--- config.mk ---
export PLATFORM = sky130hd
export DESIGN_NAME = tft_ram_arb
export DESIGN_NICKNAME = d
export VERILOG_FILES = /design/src/rtl/tft_pkg.sv /design/src/rtl/tft_wait_cnt.sv /design/src/rtl/tft_ram_arb.sv
export SDC_FILE = /design/constraint.sdc
export NUM_CORES = 1
export LEC_CHECK = 0
export ABC_AREA = 1
export CAP_MARGIN = 5
export CORE_ASPECT_RATIO = 1.1
export CORE_UTILIZATION = 31
export CTS_CLUSTER_SIZE = 8
export DETAILED_ROUTE_END_ITERATION = 7
export GPL_TIMING_DRIVEN = 1
export HOLD_SLACK_MARGIN = 0.03
export PLACE_DENSITY = 0.79
export SLEW_MARGIN = 25
export SYNTH_ARGS = -nofsm -noshare
export SYNTH_HDL_FRONTEND = slang
export SYNTH_SLANG_ARGS = --single-unit
--- constraint.sdc ---
create_clock -name tft_clk_33m -period 1.32 [get_ports tft_clk_33m]
set_clock_uncertainty 0.05 [all_clocks]
set_input_delay 0.264 -clock tft_clk_33m [delete_from_list [all_inputs] [get_ports tft_clk_33m]]
set_output_delay 0.264 -clock tft_clk_33m [all_outputs]
set_load 0.005 [all_outputs]
--- src/rtl/tft_pkg.sv ---
// Shared display constants, grant encoding and writer round-robin pick for the TFT RAM arbiter.
package tft_pkg;

    localparam int H_VALID    = 800;
    localparam int V_VALID    = 480;
    localparam int ADDR_W_DEF = 19;
    localparam int DATA_W_DEF = 24;

    typedef enum logic [1:0] {
        GNT_NONE = 2'd0,
        GNT_RD   = 2'd1,
        GNT_WR0  = 2'd2,
        GNT_WR1  = 2'd3
    } gnt_e;

    // rr=0 favours wr0, rr=1 favours wr1; a lone requester always wins.
    function automatic gnt_e pick_wr(input logic [1:0] req, input logic rr);
        if (req[0] && (!req[1] || !rr)) return GNT_WR0;
        if (req[1]) return GNT_WR1;
        return GNT_NONE;
    endfunction

endpackage

--- src/rtl/tft_wait_cnt.sv ---
// Per-writer saturating wait counter; raises a sticky starve flag when the count reaches MAX_WAIT.
module tft_wait_cnt #(
    parameter logic [15:0] MAX_WAIT = 16'd2048
) (
    input  logic clk,
    input  logic rst_n,
    input  logic req,
    input  logic gnt,
    input  logic clr,
    output logic starve
);

    logic [15:0] cnt;
    logic [15:0] cnt_nxt;
    logic        hit;

    always_comb begin
        cnt_nxt = 16'd0;
        if (req && !gnt)
            cnt_nxt = (cnt >= MAX_WAIT) ? MAX_WAIT : cnt + 16'd1;
    end

    // Only the transition onto MAX_WAIT counts, so a clear can stick while saturated.
    assign hit = req && !gnt && (cnt != MAX_WAIT) && (cnt_nxt == MAX_WAIT);

    always_ff @(posedge clk or negedge rst_n) begin
        if (!rst_n) begin
            cnt    <= 16'd0;
            starve <= 1'b0;
        end else begin
            cnt <= cnt_nxt;
            if (hit)
                starve <= 1'b1;
            else if (clr)
                starve <= 1'b0;
        end
    end

endmodule

--- src/rtl/tft_ram_arb.sv ---
// Display RAM arbiter: pixel reads always win, writers share idle cycles round-robin.
// Define TFT_RAM_ARB_TEAR_FREE_EN to confine wr1 grants to the vertical blanking window.
module tft_ram_arb
    import tft_pkg::*;
#(
    parameter int          ADDR_W   = ADDR_W_DEF,
    parameter int          DATA_W   = DATA_W_DEF,
    parameter logic [15:0] MAX_WAIT = 16'd2048
) (
    input  logic              tft_clk_33m,
    input  logic              sys_rst_n,
    input  logic              vsync,
    input  logic              rd_req,
    input  logic [ADDR_W-1:0] rd_addr,
    output logic [DATA_W-1:0] rd_data,
    output logic              rd_vld,
    input  logic              wr0_req,
    input  logic [ADDR_W-1:0] wr0_addr,
    input  logic [DATA_W-1:0] wr0_data,
    output logic              wr0_gnt,
    input  logic              wr1_req,
    input  logic [ADDR_W-1:0] wr1_addr,
    input  logic [DATA_W-1:0] wr1_data,
    output logic              wr1_gnt,
    output logic              ram_en,
    output logic              ram_we,
    output logic [ADDR_W-1:0] ram_addr,
    output logic [DATA_W-1:0] ram_wdata,
    input  logic [DATA_W-1:0] ram_rdata,
    output logic [1:0]        wr_starve
);

    localparam int NWR = 2;

    logic [NWR-1:0]             wr_req_raw;
    logic [NWR-1:0]             wr_req_arb;
    logic [NWR-1:0]             gnt;
    logic [NWR-1:0][ADDR_W-1:0] wr_addr;
    logic [NWR-1:0][DATA_W-1:0] wr_data;
    logic                       rr;
    logic                       vsync_q;
    logic                       vs_rise;
    logic [1:0]                 vld_pipe;
    gnt_e                       sel;

    assign wr_req_raw = {wr1_req, wr0_req};
    assign wr_addr    = {wr1_addr, wr0_addr};
    assign wr_data    = {wr1_data, wr0_data};
    assign vs_rise    = vsync & ~vsync_q;

`ifdef TFT_RAM_ARB_TEAR_FREE_EN
    logic rd_req_q;
    logic blank_win;

    always_ff @(posedge tft_clk_33m or negedge sys_rst_n) begin
        if (!sys_rst_n) begin
            rd_req_q  <= 1'b0;
            blank_win <= 1'b0;
        end else begin
            rd_req_q <= rd_req;
            if (vs_rise)
                blank_win <= 1'b1;
            else if (rd_req && !rd_req_q)
                blank_win <= 1'b0;
        end
    end

    // wr1 is invisible to arbitration outside blanking; its wait counter still sees the raw request.
    assign wr_req_arb = {wr1_req & blank_win, wr0_req};
`else
    assign wr_req_arb = wr_req_raw;
`endif

    // Decision is gated by reset so strobes and grants drop asynchronously.
    always_comb begin
        sel = GNT_NONE;
        if (sys_rst_n) begin
            if (rd_req)
                sel = GNT_RD;
            else
                sel = pick_wr(wr_req_arb, rr);
        end
    end

    always_comb begin
        ram_en    = 1'b0;
        ram_we    = 1'b0;
        ram_addr  = '0;
        ram_wdata = '0;
        gnt       = '0;
        case (sel)
            GNT_RD: begin
                ram_en   = 1'b1;
                ram_addr = rd_addr;
            end
            GNT_WR0: begin
                ram_en    = 1'b1;
                ram_we    = 1'b1;
                ram_addr  = wr_addr[0];
                ram_wdata = wr_data[0];
                gnt[0]    = 1'b1;
            end
            GNT_WR1: begin
                ram_en    = 1'b1;
                ram_we    = 1'b1;
                ram_addr  = wr_addr[1];
                ram_wdata = wr_data[1];
                gnt[1]    = 1'b1;
            end
            default: ;
        endcase
    end

    assign wr0_gnt = gnt[0];
    assign wr1_gnt = gnt[1];

    assign vld_pipe[0] = rd_req;

    always_ff @(posedge tft_clk_33m or negedge sys_rst_n) begin
        if (!sys_rst_n) begin
            rr          <= 1'b0;
            vsync_q     <= 1'b0;
            vld_pipe[1] <= 1'b0;
        end else begin
            vsync_q     <= vsync;
            vld_pipe[1] <= vld_pipe[0];
            if (gnt[0])
                rr <= 1'b1;
            else if (gnt[1])
                rr <= 1'b0;
        end
    end

    assign rd_vld  = vld_pipe[1];
    assign rd_data = rd_vld ? ram_rdata : '0;

    for (genvar i = 0; i < NWR; i++) begin : g_wait
        tft_wait_cnt #(
            .MAX_WAIT(MAX_WAIT)
        ) u_wait (
            .clk   (tft_clk_33m),
            .rst_n (sys_rst_n),
            .req   (wr_req_raw[i]),
            .gnt   (gnt[i]),
            .clr   (vs_rise),
            .starve(wr_starve[i])
        );
    end

endmodule

==> results.txt <==
Max Slew Vio Count = 0
initial antenna violation count = 0
via density per instance = 4.911
RSZ-0062 raised after global routing = yes
area of the multi-input gates = 0.002117 mm^2
Remaining DRCs = 0
Netlist cell types = 28
routability congestion estimate = 0.8963
CTS H-tree depth = 2
Worst Path Class, Setup = reg -> out
vias = 4,140
Ys Warns = 0
final setup fails = 94
Reg2Reg Setup Slack = -0.40 ns
fin crit share = 1.482
Placed Area = 0.005363 mm^2
Mapped Area = 0.002694 mm^2
fillcell total = 535
CP max FO = 5
Routed WL per cell = 16.93 um
Worst Reg-to-Reg Cells = 11
gr usage total = 0.2881
r2r startpoint = rr$_DFFE_PN0P_
antenna viol nets, final = 0
largest net degree at the start of global routing = 38
die width = 90.88 um
core footprint = 0.008408 mm^2
Max IR drop VDD = 0.5221 mV
CTS Buf Count = 5
outcome = finished with violations
TritonCTS clock tree = yes
Mapped Cells = 411
# IOs = 209
Critical Path End Type = output port
drt pass-1 iters = 4
WP data required = 1.01 ns
nets = 870
Worst-path clk slew = 0.08 ns
worst path arrival time = 1.64 ns
slowest CP cell = dfrtp_1
CTS Buffer Depth = 2
Worst Hold Class = in -> async
CP peak stage delay = 0.38 ns
Rows = 35
layout cells sized above 1 = 0.4877
initial core utilization = 0.3204
Iter 0 DRT Violations = 175
r2r endpoint = g_wait[1].u_wait.starve$_DFFE_PN0P_
port bufs = 208
Final Hold Fails = 0
startpoint types = flip-flop
clk_lat worst skew = 0.30 ns
CP Cell Sequence = nand2_1 > nand2_2 > nand3_2 > inv_4 > buf_6 > buf_12 > a22o_1 > buf_2
vias in the first global route = 4,225
HPWL Detailed = 8816 um
die area = 0.009067 mm^2
Synth Register Bits = 37
fmax = 511.3 MHz
Mean Syn Cell Area = 6.554 um^2
LEAKAGE = 3.466 nW
PD cells = 524.9 mW/mm^2
minimum clock period = 1.956 ns
# Max-Cap Violations = 0
hold_buf cts = 0
root buf cell = clkbuf_8
Area Overhead vs Synth = 148.1%
antenna cells = 0
post-synthesis sequential area ratio = 0.3437
Die H = 99.77 um
post-route cell area = 0.006683 mm^2
FF+latch area = 927.1 um^2
first-pass GRT wire length = 20,600 um
worst setup margin = -0.6356 ns
global route overflow = 0
failing checks = setup timing
clock sink total = 37
Routed Wire Length = 14,280 um
Final Power = 0.003508 W
## sequential cells by signal, indices dropped and copies added (netlist names)
register,cells
rd_vld,1
rr,1
g_wait.u_wait.cnt,32
vsync_q,1
g_wait.u_wait.starve,2
## cell usage in the layout (no fill, tap or decap), types with 2 or more instances in the layout
master           instances
buf_2                   50
nor3_1                   2
a31oi_1                  2
dlygate4sd2_1            3
inv_2                   27
a22o_1                  24
nand4_1                 11
nor2_2                  14
inv_1                   35
nand2_1                 79
nand2_2                 36
nor2_4                  12
o21ai_1                  2
clkbuf_8                 7
buf_4                   51
xor2_1                   2
buf_16                   8
nand3_1                 12
nor2_1                  21
nand3_4                  4
dfrtp_1                 36
nand3_2                 19
buf_12                   9
ha_1                     2
inv_4                    2
clkdlybuf4s50_1        130
nand2_4                 35
a21oi_2                  4
buf_8                    3
buf_6                   64
conb_1                   8
nor3_2                   2
## critical path, delay by kind of cell (launching register included)
kind / cells / cell delay [ns]
DFF: 1 / 0.38
buffers and inverters: 4 / 0.47
and+or+nand+nor: 3 / 0.26
AOI/OAI and AO/OA: 1 / 0.23
## cells by family (layout without fill, tap and decap cells)
family          Yosys count  after routing  share of synthesized area
fa+ha+maj                 4              4                    0.01858
simple gates            250            250                     0.3994
buf+inv                  79            393                     0.1166
flops                    37             37                     0.3437
other cells               1              8                   0.001392
compound gates           36             36                     0.1073
xor+xnor                  4              4                    0.01301
## metrics by stage
stage          hold slack (ns)    util  setup slack [ns]  std cells  TNS (ns)
2_1_floorplan         -0.08159       -          -0.03460        418   -0.5209
3_5_place_dp            0.4356  0.6378            -1.160        778    -72.53
4_1_cts                 0.1555  0.7551           -0.6247        839    -34.83
5_1_grt                0.09707  0.7948           -0.6881        843    -38.46
3_3_place_gp            0.4155  0.6378            -1.112        778    -69.64
6_report               0.05470  0.7948           -0.6356        843    -33.51
## final cells by class
cell class              instances  area share
clock buffers                   7     0.01442
inverters                      66     0.03894
clock inverters                 1    0.001311
well taps                     111     0.02078
flip-flops and latches         37      0.1387
multi-input cells             302      0.3168
repair buffers                319      0.4690
## synthesized netlist by cell type
master	number	area, um^2
nand3b_1	1	7.510
ha_1	4	50.05
xnor2_1	1	8.760
clkinv_1	1	3.750
a22o_1	24	210.2
conb_1	1	3.750
xor2_1	3	26.28
a21oi_1	5	25.02
inv_2	2	7.510
buf_4	2	15.01
nor2_4	4	45.04
inv_1	63	236.5
nand2_1	148	555.5
a211oi_1	1	7.510
nand3_2	1	10.01
a21boi_4	1	18.77
buf_2	8	40.04
nor2_1	38	142.6
dfrtp_1	37	925.9
nand3_1	34	170.2
o21ai_0	3	15.01
nor4_1	1	6.260
clkbuf_1	3	11.26
nand2_2	3	18.77
a31oi_1	2	12.51
nor3_1	4	20.02
nor2_2	5	31.28
nand4_1	11	68.82
## timing repair
action                     CTS  global route
resized for setup          476           121
setup buffers               46            17
pin swaps                   42            39
gates cloned                12             0
setup endpoints to repair  100            98
## report_power, final
part	switching, W	leakage [nW]	internal (W)
logic	0.000544	2.93	0.000860
registers	0.0000225	0.480	0.00117
clock network	0.000433	0.0549	0.000482
## worst max-delay path by stage
stage / start / endpoint / slack, ns / cells past startpoint
2_1_floorplan: g_wait[0].u_wait.cnt[12]$_DFF_PN0_ / g_wait[0].u_wait.starve$_DFFE_PN0P_ / -0.03 / 8
3_3_place_gp: sys_rst_n / ram_wdata[16] / -1.11 / 8
3_5_place_dp: sys_rst_n / ram_wdata[18] / -1.16 / 8
4_1_cts: rr$_DFFE_PN0P_ / ram_wdata[16] / -0.62 / 9
5_1_grt: rr$_DFFE_PN0P_ / ram_wdata[2] / -0.69 / 8
6_report: rr$_DFFE_PN0P_ / ram_wdata[2] / -0.64 / 8
## per-layer routing
metal  vias up  GRT usage  routed length [um]
met5         -          0                   0
met4         0     0.1197                 649
met3        55    0.08106                1085
met1      1953     0.2953                4981
met2       201     0.5490                7558
li1       1931          -                   -
Note: power is estimated with default switching activity, not from simulation.
==> edit, RTL diff (config.mk and constraints unchanged) <==
Add a define of `TFT_RAM_ARB_TEAR_FREE_EN`.
--- a/src/rtl/tft_ram_arb.sv
+++ b/src/rtl/tft_ram_arb.sv
@@ -1,5 +1,7 @@
 // Display RAM arbiter: pixel reads always win, writers share idle cycles round-robin.
 // Define TFT_RAM_ARB_TEAR_FREE_EN to confine wr1 grants to the vertical blanking window.
+`define TFT_RAM_ARB_TEAR_FREE_EN
+
 module tft_ram_arb
     import tft_pkg::*;
 #(
Formal check against the unedited RTL: not equivalent (Yosys sat finds a counterexample within 4 cycles, from zero or initial values and one cycle with sys_rst_n low).
==> edit against the original RTL <==
- the flow still finishes with violations (setup timing)
- design area fell by 4.3%
- sequential power rose by 3%
- register-to-register slack got worse by 0.20 ns
- synthesized area fell by 1.7%
- first-iteration DRC count fell by 53%
- routed wire length rose by 0.61%
- synthesized cell count fell by 8.0%
- sequential cell count rose by 1
- final cell count fell by 5.6%
- sequential share of layout area rose by 1.0 points
- total power fell by 0.32%
- setup slack got worse by 0.11 ns
- largest power group unchanged
==> edit: results (changes against the original RTL) <==
| Metric | Value |
|---|---|
| WL per Instance | 18.04 um (was 16.93 um) |
| Share of post-route cells with drive strength above 1 | 48.03% (was 48.77%) |
| Initial DRC Count | 82 (was 175) |
| PortBufs | 208 (unchanged) |
| Internal | 2488 uW (was 2509 uW) |
| Largest net degree at the start of global routing | 39 (was 38) |
| GRT Util Overall | 28.93% (was 28.81%) |
| Peak supply drop | 884.3 uV (was 522.1 uV) |
| Area contributors post-synth | dfrtp_1, nand2_1, a22o_1 (was dfrtp_1, nand2_1, inv_1) |
| Outcome | complete, but fails checks (unchanged) |
| Worst Slack Setup Final | -0.7499 ns (was -0.6356 ns) |
| Yosys cell types | 32 (was 28) |
| DP HPWL | 8695 um (was 8816 um) |
| Critical Path AT | 1.76 ns (was 1.64 ns) |
| Commonest cells in the synthesized netlist | nand2_1, inv_1, dfrtp_1 (was nand2_1, inv_1, nor2_1) |
| Routability cong. | 0.9655 (was 0.8963) |
| Vias in the first global route | 4029 (was 4225) |
| Failing checks | setup timing (unchanged) |
| Initial antenna violation count | 1 (was 0) |
| Seq/Total Area, Yosys | 35.92% (was 34.37%) |
| Post-Route Setup TNS | -44.24 ns (was -33.51 ns) |
| First-pass GRT wire length | 20180 um (was 20600 um) |
| Fin nets | 823 (was 870) |
| Lkg Pwr | 0.003216 uW (was 0.003466 uW) |
| # fillers | 537 (was 535) |
| Endpoints failing setup | 98 (was 94) |
| Vias per cell | 4.917 (was 4.911) |
-- edit: cell count changes after synthesis, sizes merged, moves of 2 or more --
cell   before  now
xnor2       1    3
nand3      35   29
nor2       47   45
nor3        4    6
nand4      11    5
xor2        3    5
a21oi       5    3
o21ai       3    5
nand2     151  132
inv        65   54
-- edit: worst max-delay path, stage by stage --
cell and delay [ns]:
dlygate4sd2_1 0.29, inv_1 0.10, nor2_4 0.15, nand2_4 0.10, nor2_4 0.25, buf_12 0.15
buf_6 0.10, buf_6 0.09, nand2_2 0.05, nand3_2 0.08, buf_2 0.12
-- edit: power by group through the flow --
stage          Clock, uW  Sequential (uW)  Combinational, uW
3_3_place_gp           0             1250               1070
3_5_place_dp           0             1250               1080
4_1_cts              864             1230               1250
6_report             842             1230               1420
5_1_grt              905             1230               1510
2_1_floorplan          0             1240                295
-- edit: timing repair --
| item | 4_1_cts | 5_1_grt |
|---|---|---|
| endpoints found under the setup margin | 100 | 99 |
| cloned | 8 | 0 |
| setup buffers | 48 | 15 |
| gates resized for setup | 419 | 149 |
| pin swaps | 44 | 27 |
-- edit: kinds of logic (layout without fill, tap and decap cells) --
logic type	count (synthesis)	in the layout	share of synthesized area, %
AO/OA/AOI/OAI	36	36	10.54
XOR/XNOR	8	8	2.647
adder cells (fa/ha/maj)	4	4	1.890
buffers and inverters	70	370	10.87
flip-flops	38	38	35.92
other	1	8	0.1416
AND/OR/NAND/NOR	221	221	38.00
-- edit: metal layers --
layer  GRT usage [%]  share of wire (%)  vias up
li1                -                  -     1799
met3           7.253                6.1       71
met5               0              0.091        -
met4           17.62                6.1        2
met1           30.28                 35     1850
met2           52.20                 53      192
-- edit: per-stage QoR --
stage	cell area (um2)	std cells	setup WS (ns)	hold WS [ns]	util (%)
after floorplan	2721	385	-0.07966	-0.08159	-
after global placement	5201	731	-1.149	0.4129	62.51
after detailed placement	5201	731	-1.140	0.4166	62.51
after CTS	5966	793	-0.7558	0.2914	71.70
after global routing	6395	796	-0.8084	0.3579	76.86
final	6395	796	-0.7499	0.3204	76.86
-- edit: worst paths after layout --
| check | from | endpoint | slack, ns | depth (start not counted) |
|---|---|---|---|---|
| worst min-delay path | sys_rst_n | rr | 0.32 | 3 |
| worst max-delay path | sys_rst_n | ram_addr[3] | -0.75 | 11 |
| min in group tft_clk_33m | vsync | vsync_q | 0.38 | 1 |
| max in group asynchronous | sys_rst_n | rd_vld | 0.54 | 3 |
| worst min register to register | blank_win | blank_win | 0.49 | 2 |
| worst max register to register | rr | g_wait[1].u_wait.starve | -0.60 | 14 |
-- edit: area by class of cell --
type	instances	area share [%]
timing repair buffer	307	46.55
sequential	38	14.89
clock buffer	6	1.291
clock inverter	2	0.1957
inverter	55	3.307
tap	111	2.172
multi-input combinational	277	31.60
